<file path="config.mk">
export PLATFORM = sky130hd
export DESIGN_NAME = cache_bitrev_reader_flat
export DESIGN_NICKNAME = d
export VERILOG_FILES = /design/src/rtl/cache_bitrev_reader_if.sv /design/src/rtl/cache_bitrev_reader.sv /design/src/flat_wrapper.sv
export SDC_FILE = /design/constraint.sdc
export NUM_CORES = 1
export LEC_CHECK = 0
export ABC_AREA = 1
export BUFFER_PORTS_ARGS = -buffer_cell sky130_fd_sc_hd__buf_4
export CAP_MARGIN = 30
export CELL_PAD_IN_SITES_DETAIL_PLACEMENT = 0
export CELL_PAD_IN_SITES_GLOBAL_PLACEMENT = 1
export CORE_MARGIN = 5
export CORE_UTILIZATION = 39
export DETAILED_ROUTE_END_ITERATION = 8
export GPL_TIMING_DRIVEN = 0
export HOLD_SLACK_MARGIN = 0.06
export PLACE_DENSITY = 0.79
export SLEW_MARGIN = 30
export SYNTH_ARGS = -nofsm -noshare
export SYNTH_HDL_FRONTEND = slang
export SYNTH_SLANG_ARGS = --single-unit
export TNS_END_PERCENT = 10
</file>
<file path="constraint.sdc">
create_clock -name i_clk -period 2 [get_ports i_clk]
set_input_delay 0.3 -clock i_clk [delete_from_list [all_inputs] [get_ports i_clk]]
set_output_delay 0.3 -clock i_clk [all_outputs]
set_load 0.03 [all_outputs]
</file>
<file path="src/rtl/cache_bitrev_reader_if.sv">
// Bundles the frame-control, cache read port and output stream signals of cache_bitrev_reader.
// master = the reader itself, slave = its environment (cache + consumer + controller).
interface cache_bitrev_reader_if #(
  parameter int unsigned ADDR_W = 12,
  parameter int unsigned DATA_W = 16
);
  logic              start;
  logic [3:0]        log2n;
  logic              bitrev;
  logic              busy;
  logic              done;
  logic [ADDR_W-1:0] mem_read_adr;
  logic [DATA_W-1:0] mem_read_data;
  logic [DATA_W-1:0] m_data;
  logic [ADDR_W-1:0] m_index;
  logic              m_valid;
  logic              m_ready;
  logic              m_last;

  modport master (
    input  start, log2n, bitrev, mem_read_data, m_ready,
    output busy, done, mem_read_adr, m_data, m_index, m_valid, m_last
  );

  modport slave (
    output start, log2n, bitrev, mem_read_data, m_ready,
    input  busy, done, mem_read_adr, m_data, m_index, m_valid, m_last
  );
endinterface

</file>
<file path="src/rtl/cache_bitrev_reader.sv">
// Streams one 2^log2n-word frame out of the sample cache in linear or bit-reversed order,
// absorbing the cache's one-cycle read latency through a credit-checked 2-entry output FIFO.
module cache_bitrev_reader #(
  parameter int unsigned ADDR_W = 12,
  parameter int unsigned DATA_W = 16
) (
  input  logic                    i_clk,
  input  logic                    i_rst,
  cache_bitrev_reader_if.master   io_bus
);

  localparam logic [1:0] S_IDLE  = 2'd0;
  localparam logic [1:0] S_RUN   = 2'd1;
  localparam logic [1:0] S_DRAIN = 2'd2;
  localparam logic [1:0] S_DONE  = 2'd3;

  localparam logic [3:0] ADDR_W_L = 4'(ADDR_W);

  logic [1:0]        r_state;
  logic [1:0]        w_state_d;
  logic [3:0]        r_log2n;
  logic              r_bitrev;
  logic [ADDR_W-1:0] r_idx;
  logic [ADDR_W-1:0] r_tag;
  logic              r_inflight;

  logic [DATA_W-1:0] r_fifo_data [2];
  logic [ADDR_W-1:0] r_fifo_idx  [2];
  logic [1:0]        r_fifo_last;
  logic              r_wptr;
  logic              r_rptr;
  logic [1:0]        r_count;

  logic [ADDR_W-1:0] w_last_ord;
  logic [ADDR_W-1:0] w_idx_full_rev;
  logic [ADDR_W-1:0] w_idx_rev;
  logic [3:0]        w_log2n_clamp;
  logic              w_start_ok;
  logic              w_pop;
  logic              w_push;
  logic              w_issue;
  logic              w_last_issue;

  assign w_last_ord = ~({ADDR_W{1'b1}} << r_log2n);

  always_comb begin
    w_idx_full_rev = '0;
    for (int i = 0; i < int'(ADDR_W); i++) begin
      w_idx_full_rev[i] = r_idx[ADDR_W-1-i];
    end
  end

  // Full-width reversal then shift down: idx < N, so only the low log2n bits survive, reversed.
  assign w_idx_rev = w_idx_full_rev >> (ADDR_W_L - r_log2n);

  assign w_log2n_clamp = (io_bus.log2n == 4'd0 || io_bus.log2n > ADDR_W_L) ? ADDR_W_L
                                                                           : io_bus.log2n;

  assign w_start_ok   = (r_state == S_IDLE) && io_bus.start;
  assign w_pop        = io_bus.m_valid && io_bus.m_ready;
  assign w_push       = r_inflight;
  // Credit check: buffered + in-flight, net of this edge's pop, must leave room for one more.
  assign w_issue      = (r_state == S_RUN) &&
                        (({1'b0, r_count} + {2'b00, r_inflight}) < (3'd2 + {2'b00, w_pop}));
  assign w_last_issue = w_issue && (r_idx == w_last_ord);

  always_comb begin
    w_state_d = r_state;
    case (r_state)
      S_IDLE:  if (io_bus.start) w_state_d = S_RUN;
      S_RUN:   if (w_last_issue) w_state_d = S_DRAIN;
      S_DRAIN: begin
        // Leave as the final beat is popped so done lands in the very next cycle.
        if (!r_inflight && (r_count == 2'd0 || (r_count == 2'd1 && w_pop))) begin
          w_state_d = S_DONE;
        end
      end
      S_DONE:  w_state_d = S_IDLE;
      default: w_state_d = S_IDLE;
    endcase
  end

  always_ff @(posedge i_clk) begin
    if (i_rst) begin
      r_state     <= S_IDLE;
      r_log2n     <= ADDR_W_L;
      r_bitrev    <= 1'b0;
      r_idx       <= '0;
      r_tag       <= '0;
      r_inflight  <= 1'b0;
      r_fifo_last <= 2'b00;
      r_wptr      <= 1'b0;
      r_rptr      <= 1'b0;
      r_count     <= 2'd0;
      for (int i = 0; i < 2; i++) begin
        r_fifo_data[i] <= '0;
        r_fifo_idx[i]  <= '0;
      end
    end else begin
      r_state <= w_state_d;
      if (w_start_ok) begin
        r_log2n  <= w_log2n_clamp;
        r_bitrev <= io_bus.bitrev;
        r_idx    <= '0;
      end
      if (w_issue) begin
        r_idx <= r_idx + 1'b1;
        r_tag <= r_idx;
      end
      r_inflight <= w_issue;
      if (w_push) begin
        r_fifo_data[r_wptr] <= io_bus.mem_read_data;
        r_fifo_idx[r_wptr]  <= r_tag;
        r_fifo_last[r_wptr] <= (r_tag == w_last_ord);
        r_wptr              <= ~r_wptr;
      end
      if (w_pop) begin
        r_rptr <= ~r_rptr;
      end
      case ({w_push, w_pop})
        2'b10:   r_count <= r_count + 2'd1;
        2'b01:   r_count <= r_count - 2'd1;
        default: r_count <= r_count;
      endcase
    end
  end

  assign io_bus.mem_read_adr = r_bitrev ? w_idx_rev : r_idx;
  assign io_bus.busy         = (r_state != S_IDLE);
  assign io_bus.done         = (r_state == S_DONE);
  assign io_bus.m_valid      = (r_count != 2'd0);
  assign io_bus.m_data       = r_fifo_data[r_rptr];
  assign io_bus.m_index      = r_fifo_idx[r_rptr];
  assign io_bus.m_last       = r_fifo_last[r_rptr];

endmodule

</file>
<file path="src/flat_wrapper.sv">
// flat-port wrapper written by rule: the top's interface ports become plain ports
module cache_bitrev_reader_flat 
#(
  parameter int unsigned ADDR_W = 12,
  parameter int unsigned DATA_W = 16
)
  (i_clk, i_rst, io_bus_start, io_bus_log2n, io_bus_bitrev, io_bus_mem_read_data, io_bus_m_ready, io_bus_busy, io_bus_done, io_bus_mem_read_adr, io_bus_m_data, io_bus_m_index, io_bus_m_valid, io_bus_m_last);
  cache_bitrev_reader_if #(.ADDR_W(ADDR_W), .DATA_W(DATA_W)) io_bus_i ();
  input  logic i_clk;
  input  logic i_rst;
  input wire logic [$bits(io_bus_i.start)-1:0] io_bus_start;
  input wire logic [$bits(io_bus_i.log2n)-1:0] io_bus_log2n;
  input wire logic [$bits(io_bus_i.bitrev)-1:0] io_bus_bitrev;
  input wire logic [$bits(io_bus_i.mem_read_data)-1:0] io_bus_mem_read_data;
  input wire logic [$bits(io_bus_i.m_ready)-1:0] io_bus_m_ready;
  output wire logic [$bits(io_bus_i.busy)-1:0] io_bus_busy;
  output wire logic [$bits(io_bus_i.done)-1:0] io_bus_done;
  output wire logic [$bits(io_bus_i.mem_read_adr)-1:0] io_bus_mem_read_adr;
  output wire logic [$bits(io_bus_i.m_data)-1:0] io_bus_m_data;
  output wire logic [$bits(io_bus_i.m_index)-1:0] io_bus_m_index;
  output wire logic [$bits(io_bus_i.m_valid)-1:0] io_bus_m_valid;
  output wire logic [$bits(io_bus_i.m_last)-1:0] io_bus_m_last;
  assign io_bus_i.start = io_bus_start;
  assign io_bus_i.log2n = io_bus_log2n;
  assign io_bus_i.bitrev = io_bus_bitrev;
  assign io_bus_i.mem_read_data = io_bus_mem_read_data;
  assign io_bus_i.m_ready = io_bus_m_ready;
  assign io_bus_busy = io_bus_i.busy;
  assign io_bus_done = io_bus_i.done;
  assign io_bus_mem_read_adr = io_bus_i.mem_read_adr;
  assign io_bus_m_data = io_bus_i.m_data;
  assign io_bus_m_index = io_bus_i.m_index;
  assign io_bus_m_valid = io_bus_i.m_valid;
  assign io_bus_m_last = io_bus_i.m_last;
  cache_bitrev_reader #(.ADDR_W(ADDR_W), .DATA_W(DATA_W)) u_core (.i_clk(i_clk), .i_rst(i_rst), .io_bus(io_bus_i));
endmodule
</file>
==> run metrics <==
status=finished, violations left; failing checks=negative setup slack; Cell variety after synth=41; Seq cells post-synth=95; Worst Skew=9.45 ps; Final Cycle Share=119%; Clk Latency, worst-skew pair=350 ps; CP bufs+invs=4; critical-path maximum fanout=7; most common cell type on the critical path=o21ai_2; GP Congestion=slightly above 0.9; initial core utilization=39.3%; DP Wirelength=about 10000 um; sequential power share=30.1%; Worst R2R Setup Slack=150 ps; RSZ-0062 raised after global routing=yes; Power, Total=about 8.6 mW; pins over their slew limit=0; CTS root buf=clkbuf_16; Core Box Area=0.0131 mm^2; Largest delay share family, worst path=buffers and inverters; CP max stage delay=360 ps; # DRC=0; vias in the first global route=approximately 4400; crit path time final=2370 ps; met3 WL post-DR=619 um; first-pass GRT wire length=around 22000 um; post-synthesis sequential area ratio=47.7%; # setup viols final=12; Worst-path clk slew=70 ps; Gate power share=47.6%; post-DR vias/cell=5.03; CP max-delay cell=dfxtp_4; max layer used=met4; Leak=2.76 nW; commonest non-fill, non-tap cell in the layout=nand2_1; critical path data required time=1700 ps; Int Power=5.14 mW; final worst setup slack=-371 ps; Row Count=42; Hold Path Class=in2reg; Psw=3.41 mW; Clk pwr share=22.2%; number of I/O port buffers=67; Die H=125 um; die area=0.0156 mm^2; number of flops mapped to enable cells by yosys=56; Total Nets Final=743; CTS tree=yes; worst-margin pin slew=726 ps; Synth Area per Inst=approximately 8.5 um^2; post-route ant nets=0; share of layout cells above drive strength 1=between 20% and 30%; Post-synth top flop=edfxtp_1; DR pass1 iterations=5; Post-Syn Nets=651; Routed WL=13700 um; vias post-DR=between 4000 and 5000; total congestion overflow=0; Die X=125 um; met1 wire length=6050 um; Synth Cell Area=0.00517 mm^2; ANT cells=0; Critical Path Start Type=flip-flop; htree depth=3; pin count of the biggest net entering global routing=30; Area Growth Syn to Fin=27.8%; maximum clock frequency=between 400 and 500 MHz; Syn Inst Count=611; total CTS buffers=9; ys async rst share=0%; total track usage=17.6%; slew margin rel.=51.4%; Worst EP arrival=2070 ps; top post-synthesis cells by area=edfxtp_1 33%, dfxtp_1 15%, nand2_1 8.1%; Critical Path End Type=output pin; maxcap violations=0; clk sink count=95; metal2 WL=a little under 7000 um; commonest cells after routing, fill and taps aside=102 x nand2_1, 76 x nor2_1, 74 x buf_4; Longest Clk Path Bufs=2; Hold Vio Cnt, Final=0; switching share of total power=39.9%; VDD IR max=0.730 mV; area leader, netlist=edfxtp_1; pwr/cell area=between 1000 and 1500 mW/mm^2; crit-path cells=clkinvlp_4 > ha_4 > inv_2 > buf_8 > nand2_2 > o21ai_2 > or2_1 > a21oi_1 > o21ai_1 > o21ai_2 > buf_6; pre-CTS setup slack=-538 ps; Synth top area share=between 30% and 40%; routed len/inst=15.5 um; initial antenna violation count=0; 1st-iter DRT viols=229; Ports=between 60 and 70; kind of critical path=reg2out; Yosys warning total=0
-- Yosys cell counts (7+ instances only) --
master,number
buf_2,8
ha_1,15
nor2_1,77
nand2_1,111
dfxtp_1,39
clkbuf_1,16
edfxtp_1,56
xor2_1,9
o21ai_1,9
mux2_2,28
nand3_1,32
o22ai_1,7
inv_1,69
a21oi_1,39
o21ai_0,45
-- logic make-up (layout without fill, tap and decap cells) --
kind of cell / after synthesis / in the layout / synth area share (%)
and+or+nand+nor: 245 / 245 / 20.1
AOI/OAI and AO/OA: 114 / 114 / 12.3
buffers and inverters: 103 / 200 / 7.97
DFF: 95 / 95 / 47.7
muxes: 28 / 28 / 6.10
adders and majority gates: 15 / 15 / 3.63
xor gates and xnor gates: 11 / 11 / 2.23
-- registers in the layout, summed over array words and instances, names as in the netlist, 2 cells and up, named ones only --
name / count
u_core.r_fifo_data: 32
u_core.r_idx: 12
u_core.r_state: 2
u_core.r_log2n: 4
u_core.r_fifo_last: 2
u_core.r_tag: 12
u_core.r_fifo_idx: 24
u_core.r_count: 2
-- layout make-up --
| type | instances | area (um^2) |
|---|---|---|
| tap | 176 | 220 |
| clock buffer | 9 | 225 |
| buffer | 27 | 200 |
| multi-input combinational | 413 | 2450 |
| inverter | 76 | 293 |
| clock inverter | 7 | 104 |
| timing repair buffer | 81 | 638 |
| sequential | 95 | 2470 |
| fill | 1288 | 6540 |
-- what timing repair did --
item,4_1_cts,5_1_grt
setup buffers,12,2
setup endpoints to repair,67,69
gates resized for setup,58,23
pin swaps,16,10
hold buffers,0,0
gates cloned,0,0
-- through the flow --
step / hold slack [ps] / instances / util [%] / cell area (um^2) / TNS, ps
floorplan: 453 / 611 / - / 5230 / -1730
CTS: 226 / 882 / 49.8 / 6540 / -3440
finish: 232 / 884 / 50.3 / 6600 / -3380
detailed placement: 475 / 854 / 45.3 / 5960 / -19230
global route: 245 / 884 / 50.3 / 6600 / -4420
global placement: 464 / 854 / 45.3 / 5950 / -34580
-- power by group through the flow --
stage / clock network [mW] / logic, mW / registers [mW]
floorplan: 0 / 2.53 / 2.55
global placement: 0 / 3.41 / 2.60
detailed placement: 0 / 3.43 / 2.62
CTS: 1.93 / 3.95 / 2.57
global route: 2.02 / 4.44 / 2.61
finish: 1.90 / 4.07 / 2.57
-- final timing paths --
kind,from,endpoint,cells after the start
worst max-delay path,u_core.r_log2n[0]$_SDFFE_PP0P_,io_bus_mem_read_adr[0],11
worst min-delay path,io_bus_bitrev,u_core.r_bitrev$_SDFFE_PP0P_,3
worst max register to register,u_core.r_log2n[1]$_SDFFE_PP0P_,u_core.r_state[0]$_SDFFE_PP0P_,16
worst min register to register,u_core.r_wptr$_SDFFE_PP0P_,u_core.r_wptr$_SDFFE_PP0P_,2
-- routing by layer --
layer	vias up	global-route usage [%]
met5	-	0
li1	2224	-
met3	18	3.58
met1	2112	22.1
met4	0	5.04
met2	89	30.8
-- tightest hold or removal path, stage by stage --
cell,delay (ps)
buf_4,80
o21ai_0,70
a21oi_1,100
(Power assumes the default switching activity.)
